## src/rtl/tester_pkg.sv

```systemverilog
// ============================================================================
// Module      : tester_pkg
// Description : Shared types and helpers for the exhaustive stimulus tester.
//               Holds the FSM state type, the supported input-count ceiling
//               and the settle-counter width helper.
// Revision    : 1.0 - initial release
// ============================================================================
`default_nettype none

package tester_pkg;

    // Largest DUT input count the tester is sized for
    localparam int MAX_N_IN = 8;

    // Run-sequencer states
    typedef enum logic [1:0] {
        IDLE   = 2'd0,
        DRIVE  = 2'd1,
        SAMPLE = 2'd2,
        DONE   = 2'd3
    } state_t;

    // Settle counter must hold values 0..SETTLE; never narrower than one bit
    function automatic int settle_cnt_width(input int settle);
        return (settle < 1) ? 1 : $clog2(settle + 1);
    endfunction

endpackage : tester_pkg

`default_nettype wire

```

## src/rtl/settle_timer.sv

```systemverilog
// ============================================================================
// Module      : settle_timer
// Description : Clearable up-counter that flags the SETTLE-th enabled cycle.
//               expired is combinational so the owning FSM can leave its
//               wait state on exactly that cycle.
// Revision    : 1.0 - initial release
// ============================================================================
`default_nettype none

module settle_timer
    import tester_pkg::*;
#(
    parameter int SETTLE = 2
) (
    input  logic clk,
    input  logic rst,
    input  logic clear,
    input  logic en,
    output logic expired
);

    localparam int CW = settle_cnt_width(SETTLE);
    localparam logic [CW-1:0] LAST_CNT = CW'(SETTLE - 1);
    localparam logic [CW-1:0] MAX_CNT  = CW'(SETTLE);

    logic [CW-1:0] count_q;
    logic [CW-1:0] count_d;

    // Next count: clear wins, otherwise count enabled cycles and park at SETTLE
    always_comb begin
        count_d = count_q;
        if (clear) begin
            count_d = '0;
        end else if (en && (count_q != MAX_CNT)) begin
            count_d = count_q + CW'(1);
        end
    end

    // Counter register
    always_ff @(posedge clk or posedge rst) begin
        if (rst) begin
            count_q <= '0;
        end else begin
            count_q <= count_d;
        end
    end

    // High during the SETTLE-th enabled cycle since the last clear
    assign expired = en && (count_q == LAST_CNT);

endmodule : settle_timer

`default_nettype wire

```

## src/rtl/exhaustive_tester.sv

```systemverilog
// ============================================================================
// Module      : exhaustive_tester
// Description : Walks an N_IN-input combinational DUT through every input
//               value in ascending order, holds each for SETTLE+1 cycles,
//               compares the DUT output with TRUTH_TABLE and reports
//               pass/fail, mismatch count and first failing vector.
//               Optional build macro EXHAUSTIVE_TESTER_STOP_ON_FAIL_EN ends
//               the run at the first mismatch.
// Revision    : 1.0 - initial release
// ============================================================================
`default_nettype none

module exhaustive_tester
    import tester_pkg::*;
#(
    parameter int                      N_IN        = 4,
    parameter int                      SETTLE      = 2,
    parameter logic [(1 << N_IN)-1:0]  TRUTH_TABLE = 16'h8000
) (
    input  logic            clk,
    input  logic            rst,
    input  logic            start,
    input  logic            dut_out,
    output logic [N_IN-1:0] stim,
    output logic            busy,
    output logic            done,
    output logic            pass,
    output logic [N_IN:0]   err_count,
    output logic [N_IN-1:0] first_fail,
    output logic            fail_seen
);

    localparam int              ERR_W    = N_IN + 1;
    localparam logic [ERR_W-1:0] ERR_MAX = ERR_W'(1 << N_IN);
    localparam logic [N_IN-1:0] ALL_ONES = {N_IN{1'b1}};

    state_t          state_q,      state_d;
    logic [N_IN-1:0] stim_q,       stim_d;
    logic [ERR_W-1:0] err_count_q, err_count_d;
    logic [N_IN-1:0] first_fail_q, first_fail_d;
    logic            fail_seen_q,  fail_seen_d;
    logic            busy_q,       busy_d;
    logic            done_q,       done_d;

    logic            timer_clear;
    logic            timer_en;
    logic            timer_expired;
    logic            mismatch;
    logic            last_vector;

    // Settle timing for the vector currently on stim
    settle_timer #(
        .SETTLE (SETTLE)
    ) u_settle_timer (
        .clk     (clk),
        .rst     (rst),
        .clear   (timer_clear),
        .en      (timer_en),
        .expired (timer_expired)
    );

    assign timer_en    = (state_q == DRIVE);
    assign mismatch    = (dut_out != TRUTH_TABLE[stim_q]);
    assign last_vector = (stim_q == ALL_ONES);

    // Next-state, stimulus and checker update
    always_comb begin
        state_d      = state_q;
        stim_d       = stim_q;
        err_count_d  = err_count_q;
        first_fail_d = first_fail_q;
        fail_seen_d  = fail_seen_q;
        busy_d       = busy_q;
        done_d       = done_q;
        timer_clear  = 1'b0;

        case (state_q)
            // A new run can be launched from rest or from a finished run
            IDLE, DONE: begin
                if (start) begin
                    state_d      = DRIVE;
                    stim_d       = '0;
                    err_count_d  = '0;
                    first_fail_d = '0;
                    fail_seen_d  = 1'b0;
                    busy_d       = 1'b1;
                    done_d       = 1'b0;
                    timer_clear  = 1'b1;
                end
            end

            DRIVE: begin
                if (timer_expired) begin
                    state_d = SAMPLE;
                end
            end

            SAMPLE: begin
                if (mismatch) begin
                    if (err_count_q != ERR_MAX) begin
                        err_count_d = err_count_q + ERR_W'(1);
                    end
                    if (!fail_seen_q) begin
                        first_fail_d = stim_q;
                        fail_seen_d  = 1'b1;
                    end
                end
`ifdef EXHAUSTIVE_TESTER_STOP_ON_FAIL_EN
                if (last_vector || mismatch) begin
`else
                if (last_vector) begin
`endif
                    // Finish with stim left on the final (or failing) vector
                    state_d = DONE;
                    busy_d  = 1'b0;
                    done_d  = 1'b1;
                end else begin
                    state_d     = DRIVE;
                    stim_d      = stim_q + N_IN'(1);
                    timer_clear = 1'b1;
                end
            end

            default: begin
                state_d = IDLE;
                busy_d  = 1'b0;
                done_d  = 1'b0;
            end
        endcase
    end

    // State and registered outputs; reset aborts any run in progress
    always_ff @(posedge clk or posedge rst) begin
        if (rst) begin
            state_q      <= IDLE;
            stim_q       <= '0;
            err_count_q  <= '0;
            first_fail_q <= '0;
            fail_seen_q  <= 1'b0;
            busy_q       <= 1'b0;
            done_q       <= 1'b0;
        end else begin
            state_q      <= state_d;
            stim_q       <= stim_d;
            err_count_q  <= err_count_d;
            first_fail_q <= first_fail_d;
            fail_seen_q  <= fail_seen_d;
            busy_q       <= busy_d;
            done_q       <= done_d;
        end
    end

    assign stim       = stim_q;
    assign busy       = busy_q;
    assign done       = done_q;
    assign err_count  = err_count_q;
    assign first_fail = first_fail_q;
    assign fail_seen  = fail_seen_q;
    assign pass       = done_q && (err_count_q == '0);

endmodule : exhaustive_tester

`default_nettype wire

```

## config.mk

```make
export PLATFORM = sky130hd
export DESIGN_NAME = exhaustive_tester
export DESIGN_NICKNAME = d
export VERILOG_FILES = /design/src/rtl/tester_pkg.sv /design/src/rtl/settle_timer.sv /design/src/rtl/exhaustive_tester.sv
export SDC_FILE = /design/constraint.sdc
export NUM_CORES = 1
export LEC_CHECK = 0
export CORE_MARGIN = 5
export CORE_UTILIZATION = 51
export DETAILED_ROUTE_END_ITERATION = 10
export GPL_ROUTABILITY_DRIVEN = 0
export PLACE_DENSITY_LB_ADDON = 0.25
export SLEW_MARGIN = 30
export SYNTH_ARGS = -nofsm -noshare
export SYNTH_HDL_FRONTEND = slang
export SYNTH_HIERARCHICAL = 1
export SYNTH_SLANG_ARGS = --single-unit
```

## constraint.sdc

```tcl
create_clock -name clk -period 3 [get_ports clk]
set_input_delay 0.45 -clock clk [delete_from_list [all_inputs] [get_ports clk]]
set_output_delay 0.45 -clock clk [all_outputs]
set_load 0.02 [all_outputs]
```

# Yosys cells after proc, flatten, opt, wreduce, memory -nomap -nowiden
# Memories as Yosys holds them, arrays and structs flattened.
# Cells that the tools add are included.
# word_totals
reg_bits,20
latch_bits,0
ram_bits,0
romBits,16
input_bits,4
memories,1
# memory_table
memory,words,word_bits,rd,rd_ports_with_merged_regs,wr,line_no,rtl
(no name shown),16,1,1,0,0,exhaustive_tester.sv:63,assign mismatch = (dut_out != TRUTH_TABLE[stim_q]);
# op_classes
addsub,3
n_mul,0
div,0
magnitude_cmp,1
eq_ne,15
n_shift,0
mux,28
n_bitwise,0
n_reduce_logical,14
# op_table
cell,n
2-to-1 mux 4 bit,4
"inequality test 2 bit, second input constant",8
one-hot mux 4 bit (2 select lines),2
2-to-1 mux 5 bit,3
2-to-1 mux 2 bit,5
one-hot mux 5 bit (2 select lines),1
AND reduction 3 bit,3
2-to-1 mux 1 bit,8
one-hot mux 1 bit (2 select lines),4
AND reduction 4 bit,2
one-hot mux 2 bit (3 select lines),1
"adder 5 x 1 -> 5 bit, second input constant",1
zero test 5 bit,1
"< comparator 4 x 5 -> 1 bit, second input constant",1
"inequality test 5 bit, second input constant",1
"adder 4 x 1 -> 4 bit, second input constant",1
"== test 2 x 1 -> 1 bit, second input constant",2
"== test 2 bit, second input constant",2
"== test 4 bit, second input constant",1
nonzero test 2 bit,2
logical AND 1 bit,3
"adder 2 x 1 -> 2 bit, second input constant",1
zero test 2 bit,1
AND reduction 2 bit,1
other kinds (2),2

# Logic depth before layout (Yosys ltp)
# Gate-level depths: netlist of run 1.
# logic_depth
word_depth,5
ltp_mapped,8
mapped_depth_nobuf,7

# Modules after synthesis
# The synthesis of run 1 kept the hierarchy.
# modules_own_cells
module,n_inst,cells_per_inst,area_per_inst_um2,seq_area_each_um2
exhaustive_tester,1,112,1064.8,450.4
settle_timer,1,14,141.4,50.0

# Worst setup path before layout of run 1
# OpenSTA, ideal clock, no wires.
# synth_path
path_kind,flip-flop to flip-flop
start,register state_q[0]
end,register u_settle_timer.count_q[0]
setup_ns,0.125
t_arrival_ns,1.964
required_ns,2.875
setup_slack_ns,0.911
path_stages_with_launch,9
path_buffers,2
path_cell_list,dfrtp_1 > inv_1 > ha_1 > clkbuf_1 > clkbuf_1 > nand2_1 > a21oi_1 > and2b_4 > mux2_2
# synth_between
elab_chain_cells,4
# synth_lines
item,line_no,rtl
start: declaration,exhaustive_tester.sv:37,"state_t state_q, state_d;"
start signal: assignment,exhaustive_tester.sv:143,state_q <= state_d;
== test 2 bit / zero test 2 bit (equally long branches),exhaustive_tester.sv:77,case (state_q)
OR reduction 2 bit,exhaustive_tester.sv:77,
one-hot mux 1 bit (2 select lines) (*),exhaustive_tester.sv:77,
net timer_clear,exhaustive_tester.sv:45,logic timer_clear;
2-to-1 mux 2 bit / nonzero test 2 bit (equally long branches),--,
end signal: assignment,settle_timer.sv:44,count_q <= count_d;
end: declaration,settle_timer.sv:26,logic [CW-1:0] count_q;
# Mark *: on every way through the listed nets, which the timed path passes. The rest lies on a longest branch.
# A chain may end at the register's enable or synchronous reset.

# Worst setup path after layout of run 1
# layout_path
start,register err_count_q[0] (netlist: err_count[0])
end,output pass
# layout_between
elab_chain_cells,2
# layout_lines
item,line_no,rtl
start: declaration,exhaustive_tester.sv:39,"logic [ERR_W-1:0] err_count_q, err_count_d;"
start signal: assignment,exhaustive_tester.sv:145,err_count_q <= err_count_d;
zero test 5 bit,exhaustive_tester.sv:159,assign pass = done_q && (err_count_q == '0);
logical AND 1 bit,exhaustive_tester.sv:159,
end: declaration,exhaustive_tester.sv:27,"output logic pass,"
# No other way between the ends.

==> key figures, run 1 <==
Run status
  – Status: complete, no violations

Cells and area
  – Fill cells: 185
  – Most frequent cells in the layout: dfrtp_1, clkdlybuf4s50_1, nor2_1
  – Diode count: 0
  – Area growth syn-to-layout: 21.1%
  – Layout Cells excl Fill: 175
  – Fin util: 65.4%
  – Layout cell share with drive strength beyond 1: 7.48%
  – Nets@finish: 162

Critical path
  – Critical Path End Type: primary output
  – Buf/Inv on CP: 2
  – Startpoint Class: flip-flop
  – R2r worst-path depth: 6
  – R2R Setup Slk: 940 ps
  – Reg2reg end: err_count[4]
  – RR Startpoint: stim[0]
  – Worst EP required: 2550 ps
  – Crit path DAT: 1800 ps
  – Worst path slowest cell: clkdlybuf4s50_1
  – WS Path Type: flip-flop to primary output
  – Max incr delay on CP: 600 ps
  – Family with the most delay on the worst path: buffers and inverters
  – CP cell instances: inv_1, ha_1, and4b_1, clkdlybuf4s50_1
  – Crit path max fanout: 4

Timing
  – Unrepaired setup endpoints after global routing: false
  – Minimum clock period: 2250 ps
  – Final Worst Setup Slack: 755 ps
  – Fin crit share: 74.8%
  – Layout Skew: 3.72 ps
  – Pins over their slew limit: 0
  – Slew headroom: 51.5%
  – Fin Hold WS: 314 ps
  – Final Setup Violations: 0
  – Fin. Hold Viols: 0
  – Setup TNS Final: 0 ps
  – Maximum clock rate: 0.445 GHz
  – Pin slew with the least headroom to its limit: 727 ps

Clocking
  – CTS tree: built
  – Clk pin slew, worst setup/hold paths: 110 ps
  – # hold bufs at CTS: 0
  – CTS H-Tree Depth: 1
  – Longest Clk Path Bufs: 2
  – CTS buffer count: 3
  – Root Driver: clkbuf_4
  – Clock latency on the worst-skew pair: 300 ps
  – Setup Buffers After CTS: 0
  – Clock sinks: 20
  – Cts repair resizes: 0

Synth
  – Adder-cell share of the synthesized area: 9.34%
  – Yosys cell types: 36
  – Synth Area in Compound Gates: 20.6%
  – Post-synthesis xor/xnor area fraction: 0%
  – Mapped Cells: 126
  – Seq cells post-synth: 20
  – Simple-gate share of the synthesized area: 20.2%
  – Main flop type after synthesis: dfrtp_1
  – Async SR Flop Fraction: 100%
  – Post-synth EDFFs: 0
  – Largest family of logic cells by synthesized area: compound AO/OA/AOI/OAI gates
  – Register area share after synthesis: 41.5%
  – Netlist Area Pre-Place: 1210 um2
  – Multiplexer area fraction after synthesis: 4.25%
  – Avg Cell Area, Syn: 9.57 um2
  – Yosys warns: 6
  – Post-Synthesis Net Count: 139

Placed design
  – Port Buffers: 20
  – Total instance count after detailed placement: 172
  – Dpl hpwl: 1910 um
  – Dpl ws: 964 ps

Job
  – Max-Cap Viols: 0

Power
  – Worst VDD drop: 0.000408 V
  – Pleak: 0.665 nW
  – PD cells: 691 nW/um2

Drt
  – Starting DRC count in detailed routing: 41
  – Number of nets still failing antenna checks after routing: 0
  – # DRC: 0
  – Routed vias/inst: 5.88
  – Routed wire length per instance: 15.0 um
  – Pre-antenna DRT Iters: 4
  – Via count: 1029
  – Total routed wirelength: 2630 um

Floorplan
  – Core Box Area: 2230 um2
  – Die Span X: 58.6 um
  – Initial Util: 54.0%
  – Die Area: 3440 um2
  – Std cell rows: 17
  – I/O pins: 21
  – Die Height: 58.6 um

Global routing
  – First-pass GRT wire length: 4550 um
  – Initial antenna violation count: 0
  – Largest net degree at the start of global routing: 19
  – Vias in the first global route: 1040
  – Total Routing Usage GR: 17.0%
  – GRT Residual Overflow: 0

Hold path
  – Hold WC Path Type: input pin to asynchronous set/reset pin
## power breakdown
part | internal (mW) | switching, mW
Clock | 0.0468 | 0.0814
Combinational | 0.222 | 0.302
Sequential | 0.314 | 0.0437
## synth_stat cells, types with 2 or more instances
master | n | area share [%]
nand3_1 | 9 | 3.7
a21oi_1 | 8 | 3.3
nand3b_1 | 2 | 1.2
a22o_2 | 2 | 1.7
clkbuf_1 | 3 | 0.93
nor2b_1 | 2 | 1.0
and3_1 | 2 | 1.0
mux2i_1 | 4 | 3.3
nor2_1 | 11 | 3.4
a21o_1 | 2 | 1.2
inv_1 | 10 | 3.1
a22o_1 | 6 | 4.4
o21ai_0 | 6 | 2.5
ha_1 | 9 | 9.3
o31ai_1 | 2 | 1.2
nand2_1 | 8 | 2.5
nand4_1 | 2 | 1.0
dfrtp_1 | 20 | 41
## stage by stage
stage	power (mW)	area, um2
after global placement	0.861	1440
final	1.01	1460
after floorplan	0.746	1210
after detailed placement	0.878	1440
after global routing	1.09	1460
after CTS	1.01	1460
## logic make-up after synthesis
family                   count (synthesis)
multiplexers                             5
adder cells (fa/ha/maj)                  9
AND/OR/NAND/NOR                         45
buffers and inverters                   13
flip-flops                              20
AO/OA/AOI/OAI                           34
## how the worst max path moves through the flow
stage	startpoint	endpoint	cells after the start
final	err_count[0]	pass	4
after global routing	err_count[0]	pass	4
after detailed placement	start	err_count[3]	5
after CTS	err_count[0]	pass	4
after global placement	start	err_count[4]	5
after floorplan	state_q[0]	u_settle_timer/count_q[0]	8
## flip-flops by register name, summed over array words and instances (netlist names)
register and count:
done 1, u_settle_timer/count_q 2, state_q 2, err_count 5, busy 1, fail_seen 1, stim 4, first_fail 4
## layer usage
metal  GRT usage (%)  vias to the layer above  wire (um)
li1                -                      501          -
met1            22.1                      493       1240
met2            28.1                       31       1250
met3            3.29                        4        113
met4            6.15                        0         27
met5               0                        -          0
## final cells by class
class,instances,area (um2),area share [%]
clock buffer,3,22.5,1.54
timing repair buffer,21,208,14.2
multi-input combinational,93,657,45.0
inverter,10,37.5,2.57
tap,28,35.0,2.40
sequential,20,500,34.3
Power figures use the tool's default switching activity.
==> inputs of run 2 (changes only) <==
--- a/config.mk
+++ b/config.mk
@@ -5,8 +5,9 @@
 export SDC_FILE = /design/constraint.sdc
 export NUM_CORES = 1
 export LEC_CHECK = 0
+export CORE_ASPECT_RATIO = 2
 export CORE_MARGIN = 5
-export CORE_UTILIZATION = 51
+export CORE_UTILIZATION = 46
 export DETAILED_ROUTE_END_ITERATION = 10
 export GPL_ROUTABILITY_DRIVEN = 0
 export PLACE_DENSITY_LB_ADDON = 0.25
==> constraint.sdc (replaced) <==
create_clock -name clk -period 1.97 [get_ports clk]
set_input_delay 0.2955 -clock clk [delete_from_list [all_inputs] [get_ports clk]]
set_output_delay 0.2955 -clock clk [all_outputs]
set_load 0.02 [all_outputs]
==> run 2 against run 1 <==
Against the previous run:
- via count increased by 2.2%
- global-route usage increased by 0.53 points
- routed wire length increased by 10%
- non-clock buffer count increased by 8
- clock power increased by 100%
- sequential power increased by 50%
- critical path depth increased by 2
- highest routed layer unchanged
==> key figures, run 2 (synthesis gave the netlist of run 1 again) <==
Critical path
  – Buf/Inv on CP: 0
  – R2R Setup Slk: 140 ps
  – Critical Path End Type: flip-flop
  – Max incr delay on CP: 400 ps
  – Startpoint Class: flip-flop
  – Crit path max fanout: 5
  – Worst EP required: 2160 ps
  – Crit path DAT: 2020 ps
  – Worst path slowest cell: or4_1
  – WS Path Type: flip-flop to flip-flop
  – Family with the most delay on the worst path: compound AO/OA/AOI/OAI gates
  – CP cell instances: ha_2, ha_1, a21bo_2, a31o_1, or4_1, nand3_1

Timing
  – Layout Skew: 5.60 ps
  – Final Worst Setup Slack: 139 ps
  – Fin Hold WS: 228 ps
  – Final Setup Violations: 0
  – Unrepaired setup endpoints after global routing: false
  – Pin slew with the least headroom to its limit: 416 ps
  – Setup TNS Final: 0 ps
  – Fin. Hold Viols: 0
  – Fin crit share: 92.9%
  – Minimum clock period: 1830 ps
  – Maximum clock rate: 0.546 GHz
  – Slew headroom: 72.1%
  – Pins over their slew limit: 0

Job
  – Max-Cap Viols: 0

Cells and area
  – Layout cell share with drive strength beyond 1: 13.5%
  – Most common cell after layout, fill and taps aside: dfrtp_1
  – Nets@finish: 170
  – Area growth syn-to-layout: 28.0%
  – Fin util: 60.8%
  – Post-route cell area: 1540 um2
  – Most frequent cells in the layout: dfrtp_1, clkdlybuf4s50_1, nor2_1
  – Layout Cells excl Fill: 183
  – Diode count: 0
  – Max reg flops: 5

Drt
  – Pre-antenna DRT Iters: 4
  – Routed vias/inst: 5.75
  – Starting DRC count in detailed routing: 22
  – Number of nets still failing antenna checks after routing: 0
  – Via count: 1052
  – Total routed wirelength: 2910 um
  – # DRC: 0
  – Routed wire length per instance: 15.9 um

Global routing
  – M3 GR Usage: 2.60%
  – Total Routing Usage GR: 17.5%
  – First-pass GRT wire length: 4950 um
  – Most used routing layer: met2
  – Vias in the first global route: 1128
  – Largest net degree at the start of global routing: 19
  – M2 GR Usage: 33.0%
  – Initial antenna violation count: 0
  – Met1 track demand over resource: 18.5%
  – GRT Residual Overflow: 0

Floorplan
  – Std cell rows: 26
  – I/O pins: 21
  – Initial Util: 47.5%
  – Die Area: 3810 um2
  – Die Height: 82.4 um
  – Core Box Area: 2540 um2
  – Die Span X: 46.2 um

Run status
  – Status: complete, no violations

Clocking
  – # hold bufs at CTS: 0
  – Root Driver: clkbuf_8
  – Clock sinks: 20
  – Clock latency on the worst-skew pair: 250 ps
  – CTS tree: built
  – Longest Clk Path Bufs: 2
  – CTS buffer count: 3
  – CTS H-Tree Depth: 1
  – Clk pin slew, worst setup/hold paths: 70 ps

Placed design
  – Dpl ws: 107 ps
  – Dpl hpwl: 2340 um
  – Port Buffers: 20
  – Placed cell area: 1500 um2
  – Total instance count after detailed placement: 180

Power
  – Worst VDD drop: 0.000527 V
  – Final Power: 1.66 mW
  – Pleak: 0.717 nW
  – PD cells: 1080 nW/um2

Hold path
  – Hold WC Path Type: input pin to asynchronous set/reset pin
==> run 2: repair_timing <==
action                                  CTS  global route
endpoints found under the hold margin     0             0
resized for setup                         1             2
endpoints found under the setup margin    1             2
buffers inserted                          0             0
==> run 2: cell type report <==
cell class                 instances  area (um2)
fill                             222         993
multi-input combinational         93         663
sequential                        20         500
timing repair buffer              29         267
clock buffer                       3        41.3
inverter                          10        37.5
tap                               28        35.0
==> run 2: final timing paths <==
kind / from / endpoint / cells past startpoint
min in group clk: busy / busy / 2
max in group asynchronous: rst / first_fail[0] / 3
worst max register to register: stim[0] / err_count[4] / 6
worst max-delay path: stim[0] / err_count[4] / 6
worst min-delay path: rst / u_settle_timer/count_q[1] / 2
worst min register to register: busy / busy / 2
==> run 2: metal layers <==
metal	wire [um]	vias to the layer above
met1	1060	512
met5	0	-
li1	-	514
met2	1700	18
met4	58	0
met3	81	8
==> run 2: where the power goes <==
part / internal (mW) / switching (mW)
registers: 0.479 / 0.0580
clock network: 0.136 / 0.120
logic: 0.387 / 0.482
total: 1.00 / 0.660
==> inputs of run 3 (changes only) <==
--- a/config.mk
+++ b/config.mk
@@ -5,9 +5,10 @@
 export SDC_FILE = /design/constraint.sdc
 export NUM_CORES = 1
 export LEC_CHECK = 0
-export CORE_ASPECT_RATIO = 2
+export ABC_AREA = 1
+export CORE_ASPECT_RATIO = 1.25
 export CORE_MARGIN = 5
-export CORE_UTILIZATION = 46
+export CORE_UTILIZATION = 47
 export DETAILED_ROUTE_END_ITERATION = 10
 export GPL_ROUTABILITY_DRIVEN = 0
 export PLACE_DENSITY_LB_ADDON = 0.25
==> run 3 against run 2 <==
Against the previous run:
- sequential share of layout area down 0.89 points
- register-to-register slack better by 240 ps
- synthesized cell count up 31%
- largest power group unchanged
- highest routed layer unchanged
- utilization down 1.0 points
- worst hold slack worse by 75 ps
- first-iteration DRC count up 4.5%
==> key figures, run 3 <==
Synth
  – Largest cells by area after synthesis: dfrtp_1, nand2_1, ha_1
  – Leading area contributor after synthesis: dfrtp_1
  – Mapped Cells: 165
  – Netlist Area Pre-Place: 1290 um2
  – Synth top area share: 38.8%
  – Most common cell in the netlist: nand2_1
  – Register area share after synthesis: 38.8%
  – Yosys warns: 6
  – Seq cells post-synth: 20
  – Synth top cells by count: nand2_1, inv_1, dfrtp_1, nor2_1, nand3_1
  – Avg Cell Area, Syn: 7.83 um2
  – Yosys cell types: 20
  – Async SR Flop Fraction: 100%
  – Post-synth EDFFs: 0
  – Post-Synthesis Net Count: 178
  – Main flop type after synthesis: dfrtp_1

Floorplan
  – Core Box Area: 2650 um2
  – Die Area: 3900 um2
  – Initial Util: 48.7%
  – Die Span X: 56.9 um
  – Std cell rows: 21
  – Die Height: 68.6 um
  – I/O pins: 21

Timing
  – Slew headroom: 81.0%
  – Layout Skew: 3.01 ps
  – Setup TNS Final: 0 ps
  – Unrepaired setup endpoints after global routing: false
  – Minimum clock period: 1830 ps
  – Final Setup Violations: 0
  – Pin slew with the least headroom to its limit: 285 ps
  – Fin crit share: 93.1%
  – Pins over their slew limit: 0
  – Fin. Hold Viols: 0
  – Maximum clock rate: 0.545 GHz

Cells and area
  – Layout Cells excl Fill: 226
  – Nets@finish: 206
  – Fill cells: 250
  – Area growth syn-to-layout: 23.0%
  – Most common cell after layout, fill and taps aside: nand2_1
  – Layout cell share with drive strength beyond 1: 10.9%
  – Diode count: 0
  – Most frequent cells in the layout: nand2_1, inv_1, dfrtp_1
  – Max reg flops: 5
  – Fin util: 59.8%

Critical path
  – Crit path max fanout: 5
  – WS Path Type: flip-flop to primary output
  – Critical Path End Type: primary output
  – Worst EP required: 1670 ps
  – Crit path DAT: 1540 ps
  – Startpoint Class: flip-flop

Power
  – Psw: 811 uW
  – Clk pwr share: 13.6%
  – Worst VDD drop: 0.000876 V
  – Internal power: 979 uW
  – Gate power share: 53.8%
  – PD cells: 1130 nW/um2
  – Pleak: 0.794 nW
  – Net Sw Frac: 45.3%
  – Sequential fraction of design power: 32.5%

Drt
  – # DRC: 0
  – Number of nets still failing antenna checks after routing: 0
  – Routed wire length per instance: 11.6 um
  – Total routed wirelength: 2610 um
  – Via count: 1114
  – Pre-antenna DRT Iters: 4
  – Routed vias/inst: 4.93
  – Starting DRC count in detailed routing: 23

Placed design
  – Port Buffers: 20
  – Dpl hpwl: 2020 um
  – Total instance count after detailed placement: 222

Run status
  – Status: complete, no violations

Clocking
  – CTS buffer count: 3
  – Setup Buffers After CTS: 0
  – Clk pin slew, worst setup/hold paths: 120 ps
  – CTS tree: built
  – Root Driver: clkbuf_4
  – Longest Clk Path Bufs: 2
  – CTS H-Tree Depth: 1
  – Clock sinks: 20
  – Clock latency on the worst-skew pair: 300 ps

Global routing
  – First-pass GRT wire length: 4550 um
  – Largest net degree at the start of global routing: 19
  – Vias in the first global route: 1092
  – Initial antenna violation count: 0
  – GRT Residual Overflow: 0
  – Total Routing Usage GR: 14.7%

Job
  – Max-Cap Viols: 0

Hold path
  – Hold WC Path Type: input pin to asynchronous set/reset pin
run 3: cell count changes after synthesis, sizes merged, moves of 3 or more:
cell	before	now
nor2	11	14
nand2	8	62
a22o	8	0
o21ai	6	11
a21oi	8	1
clkbuf	3	0
nand4	2	5
mux2i	4	0
nand3	9	13
inv	10	22
run 3: what timing repair did:
action                                  CTS  global route
resized for setup                         1             0
hold buffers                              0             0
endpoints found under the hold margin     0             0
endpoints found under the setup margin    1             0
run 3: metal layers:
layer	global-route usage, %	routed length, um	vias up
met5	0	0	-
met4	6.09	20	0
met3	2.23	113	2
met2	27.9	1360	18
met1	16.4	1120	507
li1	-	-	587
run 3: cells by family after synthesis:
family                     synth area share [%]
and+or+nand+nor                            37.9
adders and majority gates                  8.72
buffers and inverters                      7.85
AOI/OAI and AO/OA                          6.78
DFF                                        38.8
run 3: power by group through the flow:
stage / Sequential, mW / Clock [mW] / Combinational (mW)
6_report: 0.582 / 0.244 / 0.964
5_1_grt: 0.598 / 0.271 / 1.07
4_1_cts: 0.583 / 0.252 / 0.973
3_5_place_dp: 0.592 / 0 / 0.972
3_3_place_gp: 0.585 / 0 / 0.932
2_1_floorplan: 0.656 / 0 / 0.608
run 3: final timing paths:
kind	startpoint	cells past startpoint	endpoint	slack, ps
min in group clk	first_fail[1]	2	first_fail[1]	480
setup reg to reg	stim[0]	8	err_count[1]	380
setup / recovery	err_count[1]	5	pass	140
hold reg to reg	first_fail[1]	2	first_fail[1]	480
hold / removal	rst	2	u_settle_timer/count_q[0]	150
max in group asynchronous	rst	3	err_count[0]	1440
run 3: worst max-delay path, stage by stage (launching register included):
cell and delay, ps:
dfrtp_1 440, inv_1 80, ha_1 200, nand3_1 90, nor2_1 90, dlygate4sd2_1 340
run 3: metrics by stage:
step | power (mW) | instance area (um2) | hold WS [ps] | worst slack, ps
3_5_place_dp | 1.56 | 1550 | 459 | 202
4_1_cts | 1.81 | 1590 | 141 | 123
6_report | 1.79 | 1590 | 153 | 135
5_1_grt | 1.94 | 1590 | 146 | 42.8
3_3_place_gp | 1.52 | 1550 | 455 | 220
2_1_floorplan | 1.26 | 1290 | 36.7 | 431
run 3: area by class of cell:
type | count | area, um2 | area share [%]
multi-input combinational | 121 | 689 | 43.4
sequential | 20 | 500 | 31.5
timing repair buffer | 25 | 236 | 14.9
inverter | 22 | 82.6 | 5.20
tap | 34 | 42.5 | 2.68
clock buffer | 4 | 36.3 | 2.29
==> patch 1 (flow settings as in run 3) <==
`SETTLE` is set to 2 in 2 places; all go to 4.
--- a/src/rtl/settle_timer.sv
+++ b/src/rtl/settle_timer.sv
@@ -11,5 +11,5 @@
     import tester_pkg::*;
 #(
-    parameter int SETTLE = 2
+    parameter int SETTLE = 4
 ) (
     input  logic clk,
--- a/src/rtl/exhaustive_tester.sv
+++ b/src/rtl/exhaustive_tester.sv
@@ -15,5 +15,5 @@
 #(
     parameter int                      N_IN        = 4,
-    parameter int                      SETTLE      = 2,
+    parameter int                      SETTLE      = 4,
     parameter logic [(1 << N_IN)-1:0]  TRUTH_TABLE = 16'h8000
 ) (
Function: changed (a bounded check fails within 10 cycles, from zero or initial values and one cycle with rst high).
==> patch 1 against run 3 <==
  * Power rose by 1.8%
  * Fmax fell by 0.32%
  * Design area rose by 3.2%
  * Via count rose by 2.3%
  * Area after synthesis rose by 4.1%
  * Worst setup slack got worse by 0.0059 ns
  * Sequential cell count rose by 1
  * Routed wire length fell by 0.27%
==> patch 1: results (changes against run 3) <==
Synthesis
  • Net Count, Synth: 184 (was 178)
  • Seq/Total Area, Yosys: 0.391 (was 0.388)
  • Dominant cells by area after synthesis: dfrtp_1 (39%), nand2_1 (16%), ha_1 (9.3%) (was dfrtp_1 (39%), nand2_1 (16%), ha_1 (8.7%))
  • Top cells by count, synth: nand2_1 (57), dfrtp_1 (21), inv_1 (21) (was nand2_1 (56), inv_1 (22), dfrtp_1 (20))

GRT
  • Total track usage: 0.142 (was 0.147)
  • Vias in the first global route: 1111 (was 1092)
  • GR Layer Usage met2: 0.247 (was 0.279)
  • Met1 usage in global routing: 0.162 (was 0.164)

Detailed routing
  • Routed WL per cell: 11.2 um (was 11.6 um)
  • Vias/cell: 4.91 (was 4.93)
  • Met2 wire len: 1.31 mm (was 1.36 mm)
  • Met3 Wirelength: 100 um (was 113 um)

Placement
  • Pre-CTS WS: 0.203 ns (was 0.202 ns)
  • Placed cell areas: 0.00161 mm2 (was 0.00155 mm2)
  • HPWL Detailed: 2.07 mm (was 2.02 mm)

Final layout
  • Nets: 213 (was 206)
  • Multi-input logic portion of the cell area: 0.440 (was 0.434)
  • Non-Clock Buffer Count: 26 (was 25)
  • Non-clk buf share: 0.149 (about the same)
  • Area Overhead vs Synth: 21.9% (was 23.0%)
  • Fillers: 257 (was 250)
  • Seq_cells: 21 (was 20)
  • Storage element area: 526 um2 (was 500 um2)

Timing
  • Fin Hold WS: 0.179 ns (was 0.153 ns)
  • Final Skew: 0.00151 ns (was 0.00301 ns)

Critical path
  • Setup slack, reg-to-reg: 0.36 ns (was 0.38 ns)
  • R2R Path Start: state_q[0]$_DFFE_PP0P_ (was stim[0]$_DFFE_PP0P_)

Power
  • Internal power: 997 uW (was 979 uW)

Run status
  • Status: finished, final reports clean (unchanged)
[patch 1: kinds of logic after synthesis]
family          synth area share
simple gates               0.378
fa+ha+maj                 0.0931
compound gates            0.0652
flops                      0.391
buf+inv                   0.0726
[patch 1: power by group through the flow]
| stage | Clock [mW] | Sequential, mW | Combinational, mW |
|---|---|---|---|
| 2_1_floorplan | 0 | 0.693 | 0.640 |
| 3_3_place_gp | 0 | 0.623 | 0.975 |
| 3_5_place_dp | 0 | 0.630 | 1.01 |
| 4_1_cts | 0.220 | 0.621 | 1.01 |
| 5_1_grt | 0.235 | 0.636 | 1.13 |
| 6_report | 0.209 | 0.622 | 0.992 |
[patch 1: worst max path at each step]
stage / end / slack (ns) / depth (start not counted)
floorplan: err_count[3]$_DFFE_PP0P_ / 0.43 / 8
global placement: pass / 0.22 / 5
detailed placement: pass / 0.20 / 5
CTS: pass / 0.13 / 5
finish: pass / 0.13 / 5
global route: pass / 0.0006 / 5
==> patch 2 (settings of run 3) <==
Made on the original files. Register the output `err_count` once more, with the module's reset; this adds one clock of latency there. The other outputs are not delayed to match.
--- a/src/rtl/exhaustive_tester.sv
+++ b/src/rtl/exhaustive_tester.sv
@@ -154,5 +154,11 @@
     assign busy       = busy_q;
     assign done       = done_q;
-    assign err_count  = err_count_q;
+    always_ff @(posedge clk or posedge rst) begin
+        if (rst) begin
+            err_count <= '0;
+        end else begin
+            err_count <= err_count_q;
+        end
+    end
     assign first_fail = first_fail_q;
     assign fail_seen  = fail_seen_q;
Function: changed (a bounded check fails within 10 cycles, from zero or initial values and one cycle with rst high).
==> patch 2 against run 3 <==
  * Clock power decreased by 5%
  * Routed wire length rose by 3.7%
  * Power shrank 0.87%
  * Combinational power fell by 14%
  * Area after synthesis up 4.4%
  * Clock skew grew 0.0049 ns
  * Global-route usage increased by 0.075 points
  * Count of clock-buffer cells in the layout decreased by 1
  * Worst setup slack better by 0.017 ns
  * First-iteration DRC count increased by 48%
  * Design area grew 2.0%
  * Sequential cell count rose by 5
==> patch 2: results (changes against run 3) <==
Run status
  • Status: finished, final reports clean (unchanged)

Detailed routing
  • Routed WL per cell: 11.7 um (was 11.6 um)
  • Met2 wire len: 1.55 mm (was 1.36 mm)
  • Metal1 wirelength: 1.01 mm (was 1.12 mm)

Final layout
  • Fillers: 268 (was 250)
  • Nets: 211 (was 206)
  • Final clock-cell share: 0.0170 (was 0.0229)
  • Inverters: 27 (was 22)
  • Seq/total area: 0.386 (was 0.315)
  • Clock buffer cells: 3 (was 4)
  • Area Overhead vs Synth: 20.1% (was 23.0%)
  • Comb_multi_in: 119 (was 121)
  • Non-Clock Buffer Count: 22 (was 25)

Critical path
  • RR Endpoint: first_fail[2]$_DFFE_PP0P_ (was err_count[1]$_DFFE_PP0P_)

Placement
  • HPWL Detailed: 2.18 mm (was 2.02 mm)

Timing
  • Fin Hold WS: 0.167 ns (was 0.153 ns)
  • Final Skew: 0.00790 ns (was 0.00301 ns)

Synthesis
  • Top cells by count, synth: nand2_1 (59), inv_1 (26), dfrtp_1 (25) (was nand2_1 (56), inv_1 (22), dfrtp_1 (20))
  • Seq/Total Area, Yosys: 0.464 (was 0.388)
  • Post-synthesis compound-gate area fraction: 0.0613 (was 0.0678)
  • Mapped Avg Cell Area: 7.79 um2 (was 7.83 um2)
  • Adder-Cell Fraction of Synth Area: 0.0836 (was 0.0872)

Power
  • Worst vdd ir: 0.000694 V (was 0.000876 V)

Floorplan
  • Die area: 0.00404 mm2 (was 0.00390 mm2)

GRT
  • Total track usage: 0.148 (was 0.147)
  • GR Layer Usage met2: 0.294 (was 0.279)
  • Met1 usage in global routing: 0.150 (was 0.164)
  • Met3 Usage GRT: 0.0166 (was 0.0223)

Clock tree
  • CTS Sinks: 25 (was 20)
  • Clk_lat worst skew: 0.33 ns (was 0.30 ns)
## patch 2: cell types whose count changed in the layout (fill, tap and decap cells not counted), moves of 4 or more
cell | run 3 | this run
dfrtp_1 | 20 | 25
inv_1 | 22 | 26
nand3_1 | 10 | 15
nand3b_1 | 4 | 0
## patch 2: worst max path at each step
stage	from	end	slack (ns)	cells past startpoint
final	err_count_q[0]$_DFFE_PP0P_	pass	0.15	5
after global routing	err_count_q[0]$_DFFE_PP0P_	pass	0.07	5
after CTS	err_count_q[0]$_DFFE_PP0P_	pass	0.14	5
after detailed placement	err_count_q[0]$_DFFE_PP0P_	pass	0.24	5
after global placement	err_count_q[0]$_DFFE_PP0P_	pass	0.27	5
after floorplan	stim[0]$_DFFE_PP0P_	first_fail[0]$_DFFE_PP0P_	0.36	8
## patch 2: where the power goes
group          switching (mW)  total (mW)  internal [mW]
Sequential             0.0959       0.712          0.616
Clock                   0.154       0.231         0.0764
Combinational           0.524       0.832          0.308
Total                   0.774        1.77           1.00
